===== src/rtl/mem_bus_master.sv =====
// Initiator-side load/store unit driving the MOV/RW/MOC four-phase handshake to a byte-addressed RAM.
// Optional MOC watchdog enabled by defining WATCHDOG_EN (aborts a phase after TIMEOUT cycles).
module mem_bus_master #(
   parameter int unsigned ADDR_W  = 9,
   parameter int unsigned TIMEOUT = 15
) (
   input  logic              clk,
   input  logic              reset,
   input  logic              req,
   input  logic [5:0]        opcode,
   input  logic [31:0]       addr,
   input  logic [31:0]       wdata,
   output logic              busy,
   output logic              done,
   output logic              err,
   output logic [31:0]       rdata,
   output logic              MOV,
   output logic              RW,
   output logic [ADDR_W-1:0] mem_addr,
   output logic [31:0]       mem_wdata,
   output logic [5:0]        OpC,
   input  logic              MOC,
   input  logic [31:0]       mem_rdata
);

   typedef enum logic [2:0] {
      IDLE,
      CHECK,
      ISSUE,
      WAIT_HI,
      WAIT_LO,
      FIN
   } state_t;

   state_t              state_q;
   logic [5:0]          op_q;
   logic [31:0]         addr_q;
   logic [31:0]         wdata_q;
   logic                busy_q;
   logic                done_q;
   logic                err_q;
   logic [31:0]         rdata_q;
   logic                mov_q;
   logic                rw_q;
   logic [ADDR_W-1:0]   mem_addr_q;
   logic [31:0]         mem_wdata_q;
   logic [5:0]          opc_q;

   logic                op_legal;
   logic                align_ok;
   logic                range_ok;
   logic                chk_ok;
   logic [31:0]         rdata_d;

`ifdef WATCHDOG_EN
   localparam int unsigned WD_W = (TIMEOUT < 2) ? 1 : $clog2(TIMEOUT + 1);
   logic [WD_W-1:0]     wd_q;
   logic                wd_expired;
   assign wd_expired = (wd_q == WD_W'(TIMEOUT - 1));
`endif

   always_comb begin
      op_legal = 1'b0;
      case (op_q)
         6'b100000, 6'b100001, 6'b100011, 6'b100100, 6'b100101,
         6'b101000, 6'b101001, 6'b101011: op_legal = 1'b1;
         default:                         op_legal = 1'b0;
      endcase

      // opcode[1:0] encodes access size: 00 byte, 01 halfword, 11 word
      align_ok = 1'b0;
      case (op_q[1:0])
         2'b00:   align_ok = 1'b1;
         2'b01:   align_ok = ~addr_q[0];
         2'b11:   align_ok = (addr_q[1:0] == 2'b00);
         default: align_ok = 1'b0;
      endcase

      range_ok = ~|addr_q[31:ADDR_W];
      chk_ok   = op_legal & align_ok & range_ok;

      rdata_d = mem_rdata;
      case (opc_q[2:0])
         3'b000:  rdata_d = {{24{mem_rdata[7]}}, mem_rdata[7:0]};
         3'b100:  rdata_d = {24'h000000, mem_rdata[7:0]};
         3'b001:  rdata_d = {{16{mem_rdata[15]}}, mem_rdata[15:0]};
         3'b101:  rdata_d = {16'h0000, mem_rdata[15:0]};
         default: rdata_d = mem_rdata;
      endcase
   end

   always_ff @(posedge clk or negedge reset) begin
      if (!reset) begin
         state_q     <= IDLE;
         op_q        <= '0;
         addr_q      <= '0;
         wdata_q     <= '0;
         busy_q      <= 1'b0;
         done_q      <= 1'b0;
         err_q       <= 1'b0;
         rdata_q     <= '0;
         mov_q       <= 1'b0;
         rw_q        <= 1'b1;
         mem_addr_q  <= '0;
         mem_wdata_q <= '0;
         opc_q       <= '0;
`ifdef WATCHDOG_EN
         wd_q        <= '0;
`endif
      end else begin
         done_q <= 1'b0;
         err_q  <= 1'b0;
         unique case (state_q)
            IDLE: begin
               if (req) begin
                  op_q    <= opcode;
                  addr_q  <= addr;
                  wdata_q <= wdata;
                  busy_q  <= 1'b1;
                  state_q <= CHECK;
               end
            end
            CHECK: begin
               if (!chk_ok) begin
                  err_q   <= 1'b1;
                  busy_q  <= 1'b0;
                  state_q <= IDLE;
               end else begin
                  mem_addr_q  <= addr_q[ADDR_W-1:0];
                  mem_wdata_q <= wdata_q;
                  opc_q       <= op_q;
                  rw_q        <= ~op_q[3];
                  mov_q       <= 1'b1;
                  state_q     <= ISSUE;
               end
            end
            ISSUE: begin
`ifdef WATCHDOG_EN
               wd_q    <= '0;
`endif
               state_q <= WAIT_HI;
            end
            WAIT_HI: begin
               if (MOC) begin
                  if (rw_q) rdata_q <= rdata_d;
                  mov_q   <= 1'b0;
`ifdef WATCHDOG_EN
                  wd_q    <= '0;
`endif
                  state_q <= WAIT_LO;
               end
`ifdef WATCHDOG_EN
               else if (wd_expired) begin
                  mov_q   <= 1'b0;
                  err_q   <= 1'b1;
                  busy_q  <= 1'b0;
                  state_q <= IDLE;
               end else begin
                  wd_q    <= wd_q + WD_W'(1);
               end
`endif
            end
            WAIT_LO: begin
               if (!MOC) begin
                  done_q  <= 1'b1;
                  busy_q  <= 1'b0;
                  state_q <= FIN;
               end
`ifdef WATCHDOG_EN
               else if (wd_expired) begin
                  err_q   <= 1'b1;
                  busy_q  <= 1'b0;
                  state_q <= IDLE;
               end else begin
                  wd_q    <= wd_q + WD_W'(1);
               end
`endif
            end
            FIN: begin
               state_q <= IDLE;
            end
            default: begin
               state_q <= IDLE;
            end
         endcase
      end
   end

   assign busy      = busy_q;
   assign done      = done_q;
   assign err       = err_q;
   assign rdata     = rdata_q;
   assign MOV       = mov_q;
   assign RW        = rw_q;
   assign mem_addr  = mem_addr_q;
   assign mem_wdata = mem_wdata_q;
   assign OpC       = opc_q;

endmodule


===== config.mk =====
export PLATFORM = sky130hd
export DESIGN_NAME = mem_bus_master
export DESIGN_NICKNAME = d
export VERILOG_FILES = /design/src/rtl/mem_bus_master.sv
export SDC_FILE = /design/constraint.sdc
export NUM_CORES = 1
export LEC_CHECK = 0
export ABC_AREA = 1
export CORE_UTILIZATION = 50
export DETAILED_ROUTE_END_ITERATION = 8
export MAX_ROUTING_LAYER = met4
export PLACE_DENSITY = 0.81
export SLEW_MARGIN = 20
export SYNTH_ARGS = -nofsm -noshare
export SYNTH_HDL_FRONTEND = slang
export SYNTH_SLANG_ARGS = --single-unit

===== constraint.sdc =====
create_clock -name clk -period 3.1 [get_ports clk]
set_input_delay 0.62 -clock clk [delete_from_list [all_inputs] [get_ports clk]]
set_output_delay 0.62 -clock clk [all_outputs]
set_load 0.02 [all_outputs]

# --- Word-level counts from Yosys, hierarchy flattened ---
# Cells that the tools add are included.
op_classes:
  magnitude_cmp: 0
  shift: 0
  n_div: 0
  add_sub_neg: 0
  reduce_logical: 15
  bitwise_logic: 4
  muxes: 19
  mul: 0
  eq_ne: 22
ops:
  columns: ["cell", "n"]
  rows:
  - ["32-bit one-hot mux with 4 select lines", 1]
  - ["6-bit equality test (second input constant)", 8]
  - ["23-bit OR reduction", 1]
  - ["3-bit one-hot mux with 5 select lines", 1]
  - ["1-bit 2-to-1 mux", 10]
  - ["2-bit inequality test (second input constant)", 5]
  - ["3-bit equality test (second input constant)", 3]
  - ["3-bit 2-to-1 mux", 3]
  - ["3-bit AND reduction", 3]
  - ["8-bit OR reduction", 1]
  - ["3-bit by 1-bit equality test with 1-bit output (second input constant)", 2]
  - ["3-bit by 2-bit equality test with 1-bit output (second input constant)", 2]
  - ["3-bit zero test", 2]
  - ["1-bit one-hot mux with 3 select lines", 2]
  - ["2-bit zero test", 2]
  - ["2-bit AND reduction", 2]
  - ["4-bit AND reduction", 1]
  - ["3-bit nonzero test", 1]
  - ["1-bit bitwise AND", 2]
  - ["2-bit by 1-bit equality test with 1-bit output (second input constant)", 1]
  - ["2-bit equality test (second input constant)", 1]
  - ["2-bit 2-to-1 mux", 1]
  - ["1-bit inverter", 2]
  - ["1-bit one-hot mux with 2 select lines", 1]
  - ["other kinds (2)", 2]
word_totals:
  mem_bits_rw: 0
  in_bits: 106
  elab_cells: 73
  output_inout_bits: 84
  romBits: 0
  regBits: 157
  mem_count: 0
  latchBits: 0

# --- Logic depth before layout (Yosys ltp) ---
logic_depth:
  depth_word: 7
  ltp_mapped: 10
  mapped_depth_nobuf: 9

# --- Worst setup path after synthesis ---
# Ideal clock, no wire load.
synth_timing:
  kind: "reg-to-reg"
  from: "register opc_q[1] (netlist: OpC[1])"
  to: "register rdata_q[21] (netlist: rdata[21])"
  required_ps: 3023
  stages_incl_launch_ff: 8
  slack_ps: 1453
  path_buffers: 3
  t_arrival_ps: 1569
  synth_period_minus_slack_ps: 1647
  setup_ps: 77
  path_cell_list: "dfrtp_1 -> buf_6 -> or2_1 -> buf_6 -> nor3_4 -> a21oi_4 -> buf_6 -> a21oi_1"
synth_via:
  elab_chain_len: 2
  word_cells_on_any_way: 5
  classes_between: "3 x eq/ne; 1 x mux; 1 x reduce/logical"
synth_lines:
  columns: ["item", "line", "text"]
  rows:
  - ["start: declaration", "47", "logic [5:0] opc_q;"]
  - ["start signal: assignment", "131", "opc_q <= op_q;"]
  - ["3-bit equality test (tied with other cells)", "83", "case (opc_q[2:0])"]
  - ["32-bit one-hot mux with 4 select lines (*)", "83", null]
  - ["end signal: assignment", "145", "if (rw_q) rdata_q <= rdata_d;"]
  - ["end: declaration", "42", "logic [31:0] rdata_q;"]
# Every way passes the cells marked *; elsewhere a longest branch is shown, timed or not.
# A chain may end at the register's enable or synchronous reset.

# --- Worst setup path in the final report ---
layout_timing:
  from: "register opc_q[1] (netlist: OpC[1])"
  to: "output port OpC[1]"
layout_rtl:
  columns: ["item", "line", "text"]
  rows:
  - ["end: declaration", "21", "output logic [5:0] OpC,"]
# No word-level cell between the ends.

==> metrics.md <==
| Metric | Value |
|---|---|
| Outcome | `finished, final reports clean` |
| Last weighted congestion value of the routability-driven placer | `0.8169` |
| Height of the chip | `approximately 110 µm` |
| Area of the mapped netlist | `approximately 6100 µm²` |
| Number of CTS-inserted buffers | `17` |
| Clock network latency to the later pin of the worst-skew pair | `between 0.4 and 0.5 ns` |
| Path type of the worst setup path | `flip-flop to primary output` |
| Least-Margin Pin Slew | `0.7329 ns` |
| Timing endpoint of the critical path | `OpC[1]` |
| Largest fanout of any net on the critical path | `19` |
| Mean routed wirelength per cell | `14.87 µm` |
| Max-cap viol count | `0` |
| Hold/Removal Path Class | `primary input to asynchronous set/reset pin` |
| Maximum clock skew at final layout | `0.007087 ns` |
| Total overflow reported by the global router | `0` |
| Share of Yosys cell area claimed by the top area cell type | `a little under two thirds` |
| Number of ports placed on the die boundary | `between 150 and 200` |
| Switching share of power | `26.81%` |
| Pin count of the biggest net entering global routing | `78` |
| Launching element of the worst setup path | `OpC[1]$_DFFE_PN0N_` |
| Number of buffers added for setup after CTS | `0` |
| Total power divided by cell area | `~700 nW/µm²` |
| Remaining routing DRC violations | `0` |
| First-pass iteration count of the detailed router | `5` |
| CP startpoint kind | `flip-flop` |
| Required time at the endpoint of the critical path | `around 2.5 ns` |
| Die width | `112.7 µm` |
| Non-Filler Instances | `~1000` |
| Crit end category | `primary output` |
| Nets | `949` |
| Share of the clock period used by the worst path | `73.06%` |
| First-pass GRT wire length | `between 20000 and 25000 µm` |
| Placed cells | `971` |
| Fillcell total | `about 860` |
| Quantity of hold-fixing buffers added after cts | `0` |
| Final min period | `approximately 2.3 ns` |
| Final sum of negative setup slack | `0 ns` |
| Reg2reg start | `addr_q[10]$_DFFE_PN0P_` |
| Antenna violations before repair | `0` |
| Clock tree from TritonCTS | `yes` |
| Total design power | `approximately 6000 µW` |
| Worst reg2reg setup slack | `a little under 1 ns` |
| Worst rel slew slack | `~50%` |
| Worst R2R Path Depth | `9` |
| Post-CTS clock slew at the launch and capture registers of the worst setup and hold paths | `0.06 ns` |
| Number of synthesis warnings | `0` |
| Remaining number of nets flagged by the antenna check after routing | `0` |
| Post-Route WL | `roughly 15000 µm` |
| Overall fraction of global-route tracks in use | `roughly a quarter` |
| Largest delay contributor family on the critical path | `buffers and inverters` |
| Via density per instance | `between 5 and 6` |
| Area occupied by registers | `~3900 µm²` |
| Top library cells by usage in the layout, fill and taps aside | `203 x sky130_fd_sc_hd__nand2_1, 188 x sky130_fd_sc_hd__clkdlybuf4s50_1, 156 x sky130_fd_sc_hd__dfrtp_1` |
| DP Worst Slack | `between 0.7 and 0.8 ns` |
| Number of failing hold endpoints at the final stage | `0` |
| Post-detail-place hpwl | `around 10000 µm` |
| Post-layout worst setup margin | `around 0.84 ns` |
| Cell at the root of the clock tree | `sky130_fd_sc_hd__clkbuf_16` |
| Switch Pwr | `~1600 µW` |
| Clk buf depth | `2` |
| # resized after CTS | `0` |
| Logic depth of the worst path, buffers included | `2` |
| Yosys top cell by area | `sky130_fd_sc_hd__dfrtp_1` |
| Area Overhead vs Synth | `43.02%` |
| Cell internal power dissipation | `4368 µW` |
| # setup viols final | `0` |
| Die Footprint | `~13000 µm²` |
| Peak VDD IR | `approximately 0.4 mV` |
| Maximum operating frequency | `441.5 MHz` |
| RSZ-0062 raised after global routing | `false` |
| Arrival @ worst endpoint | `roughly 1.6 ns` |
| Seq/Total Area, Yosys | `64.19%` |
| Violation count after the first detailed-route iteration | `slightly below 400` |
| Number of sinks handled by clock tree synthesis | `around 160` |
| Number of cells produced by synthesis | `about 660` |
| Share of power burned in registers | `between 40% and 50%` |
| Combinational share of power | `between 15 and 20%` |
| Most common cell after layout, fill and taps aside | `sky130_fd_sc_hd__nand2_1` |
| Depth of the CTS H-tree | `4` |
| Clock Power Share | `between 30% and 40%` |
| Core outline area | `between 10000 and 15000 µm²` |
| Antenna fix cells | `0` |
| Delay of the slowest cell on the worst path | `roughly 0.64 ns` |
| Max-slew violation count | `0` |
| Ratio of cells with drive above 1 in the final layout | `roughly 5.1%` |
| Reg-to-Reg End | `mem_wdata[24]$_DFFE_PN0N_` |
| Slowest library cell on the worst path | `sky130_fd_sc_hd__clkdlybuf4s50_1` |
| Via count of the first global-routing pass | `slightly above 5000` |
| Critical path buffers and inverters | `2` |
| Leakage power summed over all cells | `about 0.0041 µW` |
| Synth area leaders | `sky130_fd_sc_hd__dfrtp_1 64%, sky130_fd_sc_hd__nand2_1 12%, sky130_fd_sc_hd__o21ai_0 9.2%` |
| Post-layout util | `around 73%` |
| Cells traversed along the worst timing path | `buf_4, clkdlybuf4s50_1` |
| Synthesized area per cell | `between 9 and 10 µm²` |
| Multi-input gate area | `1768 µm²` |
| Post-Syn Nets | `about 770` |
| Count of different cell masters after synthesis | `21` |
| Initial core utilization | `roughly 50%` |
| Flop and latch count out of synthesis | `~160` |
| Count of port buffers added during placement | `approximately 190` |
| Total number of vias | `5090` |
| Cell Rows | `40` |
[Yosys cell counts]
library cell,n
sky130_fd_sc_hd__nor3_4,1
sky130_fd_sc_hd__a21oi_4,1
sky130_fd_sc_hd__a21oi_1,38
sky130_fd_sc_hd__dfstp_2,1
sky130_fd_sc_hd__dfrtp_1,156
sky130_fd_sc_hd__nor3_1,2
sky130_fd_sc_hd__clkbuf_1,16
sky130_fd_sc_hd__nand3_1,4
sky130_fd_sc_hd__buf_6,3
sky130_fd_sc_hd__nor2_1,32
sky130_fd_sc_hd__nand4_1,4
sky130_fd_sc_hd__buf_2,10
sky130_fd_sc_hd__nor3b_1,1
sky130_fd_sc_hd__a21boi_0,1
sky130_fd_sc_hd__o21ai_0,112
sky130_fd_sc_hd__or2_1,1
sky130_fd_sc_hd__o211ai_1,1
sky130_fd_sc_hd__nand2_1,203
sky130_fd_sc_hd__buf_4,5
sky130_fd_sc_hd__a31oi_1,1
sky130_fd_sc_hd__inv_1,68
[per-layer routing]
layer	track usage (%)	vias up	wire, µm
met1	30.99	2444	6082
met3	5.508	17	917
met5	-	-	0
met4	9.689	0	246
li1	-	2448	-
met2	43.62	181	7673
[worst register-to-register path, cell delays in order (launching register included)]
cell,delay [ns]
sky130_fd_sc_hd__dfrtp_1,0.38
sky130_fd_sc_hd__nor2_1,0.10
sky130_fd_sc_hd__nand2_1,0.06
sky130_fd_sc_hd__nor2_1,0.12
sky130_fd_sc_hd__nand2_1,0.08
sky130_fd_sc_hd__nor2_1,0.27
sky130_fd_sc_hd__nand3_4,0.26
sky130_fd_sc_hd__buf_4,0.41
sky130_fd_sc_hd__nand2_1,0.18
sky130_fd_sc_hd__o21ai_0,0.11
[through the flow]
| step | instance area [µm²] | hold slack (ns) |
|---|---|---|
| 2_1_floorplan | 6122 | 0.3244 |
| 3_3_place_gp | 8117 | 0.4589 |
| 3_5_place_dp | 8117 | 0.4629 |
| 4_1_cts | 8756 | 0.1837 |
| 5_1_grt | 8756 | 0.2157 |
| 6_report | 8756 | 0.1738 |
[registers in the layout, indices dropped and copies added, names as in the netlist, 3 cells and up]
| name | count |
|---|---|
| state_q | 3 |
| op_q | 6 |
| mem_addr | 9 |
| rdata | 32 |
| OpC | 6 |
| wdata_q | 32 |
| mem_wdata | 32 |
| addr_q | 32 |
[worst min path at each step]
stage | cells past startpoint | end | slack [ns]
6_report | 1 | rdata[13]$_DFFE_PN0P_ | 0.17
3_5_place_dp | 2 | OpC[5]$_DFFE_PN0N_ | 0.46
5_1_grt | 1 | rdata[0]$_DFFE_PN0P_ | 0.22
2_1_floorplan | 0 | MOV$_DFFE_PN0P_ | 0.32
4_1_cts | 1 | rdata[1]$_DFFE_PN0P_ | 0.18
3_3_place_gp | 2 | OpC[5]$_DFFE_PN0N_ | 0.46
[cell families (layout without fill, tap and decap cells)]
family                 after synthesis  count (layout)  share of synthesized area (%)
AND/OR/NAND/NOR                    248             248                          15.80
flip-flops                         157             157                          64.19
AO/OA/AOI/OAI                      154             154                          12.88
buffers and inverters              102             297                          7.133
[power groups by stage]
stage               registers [µW]  logic, µW  clock network (µW)
floorplan                     2680        663                   0
global placement              2690       1010                   0
detailed placement            2710       1070                   0
CTS                           2670       1090                2260
global route                  2720       1260                2350
finish                        2670       1070                2220
[cell type report]
class	count	share of cell area [%]
Sequential cell	157	44.88
Tap cell	147	2.101
Clock buffer	20	5.101
Inverter	68	2.929
Timing Repair Buffer	197	22.59
Multi-Input combinational cell	402	20.19
Clock inverter	12	2.201
Power figures use the tool's default switching activity.
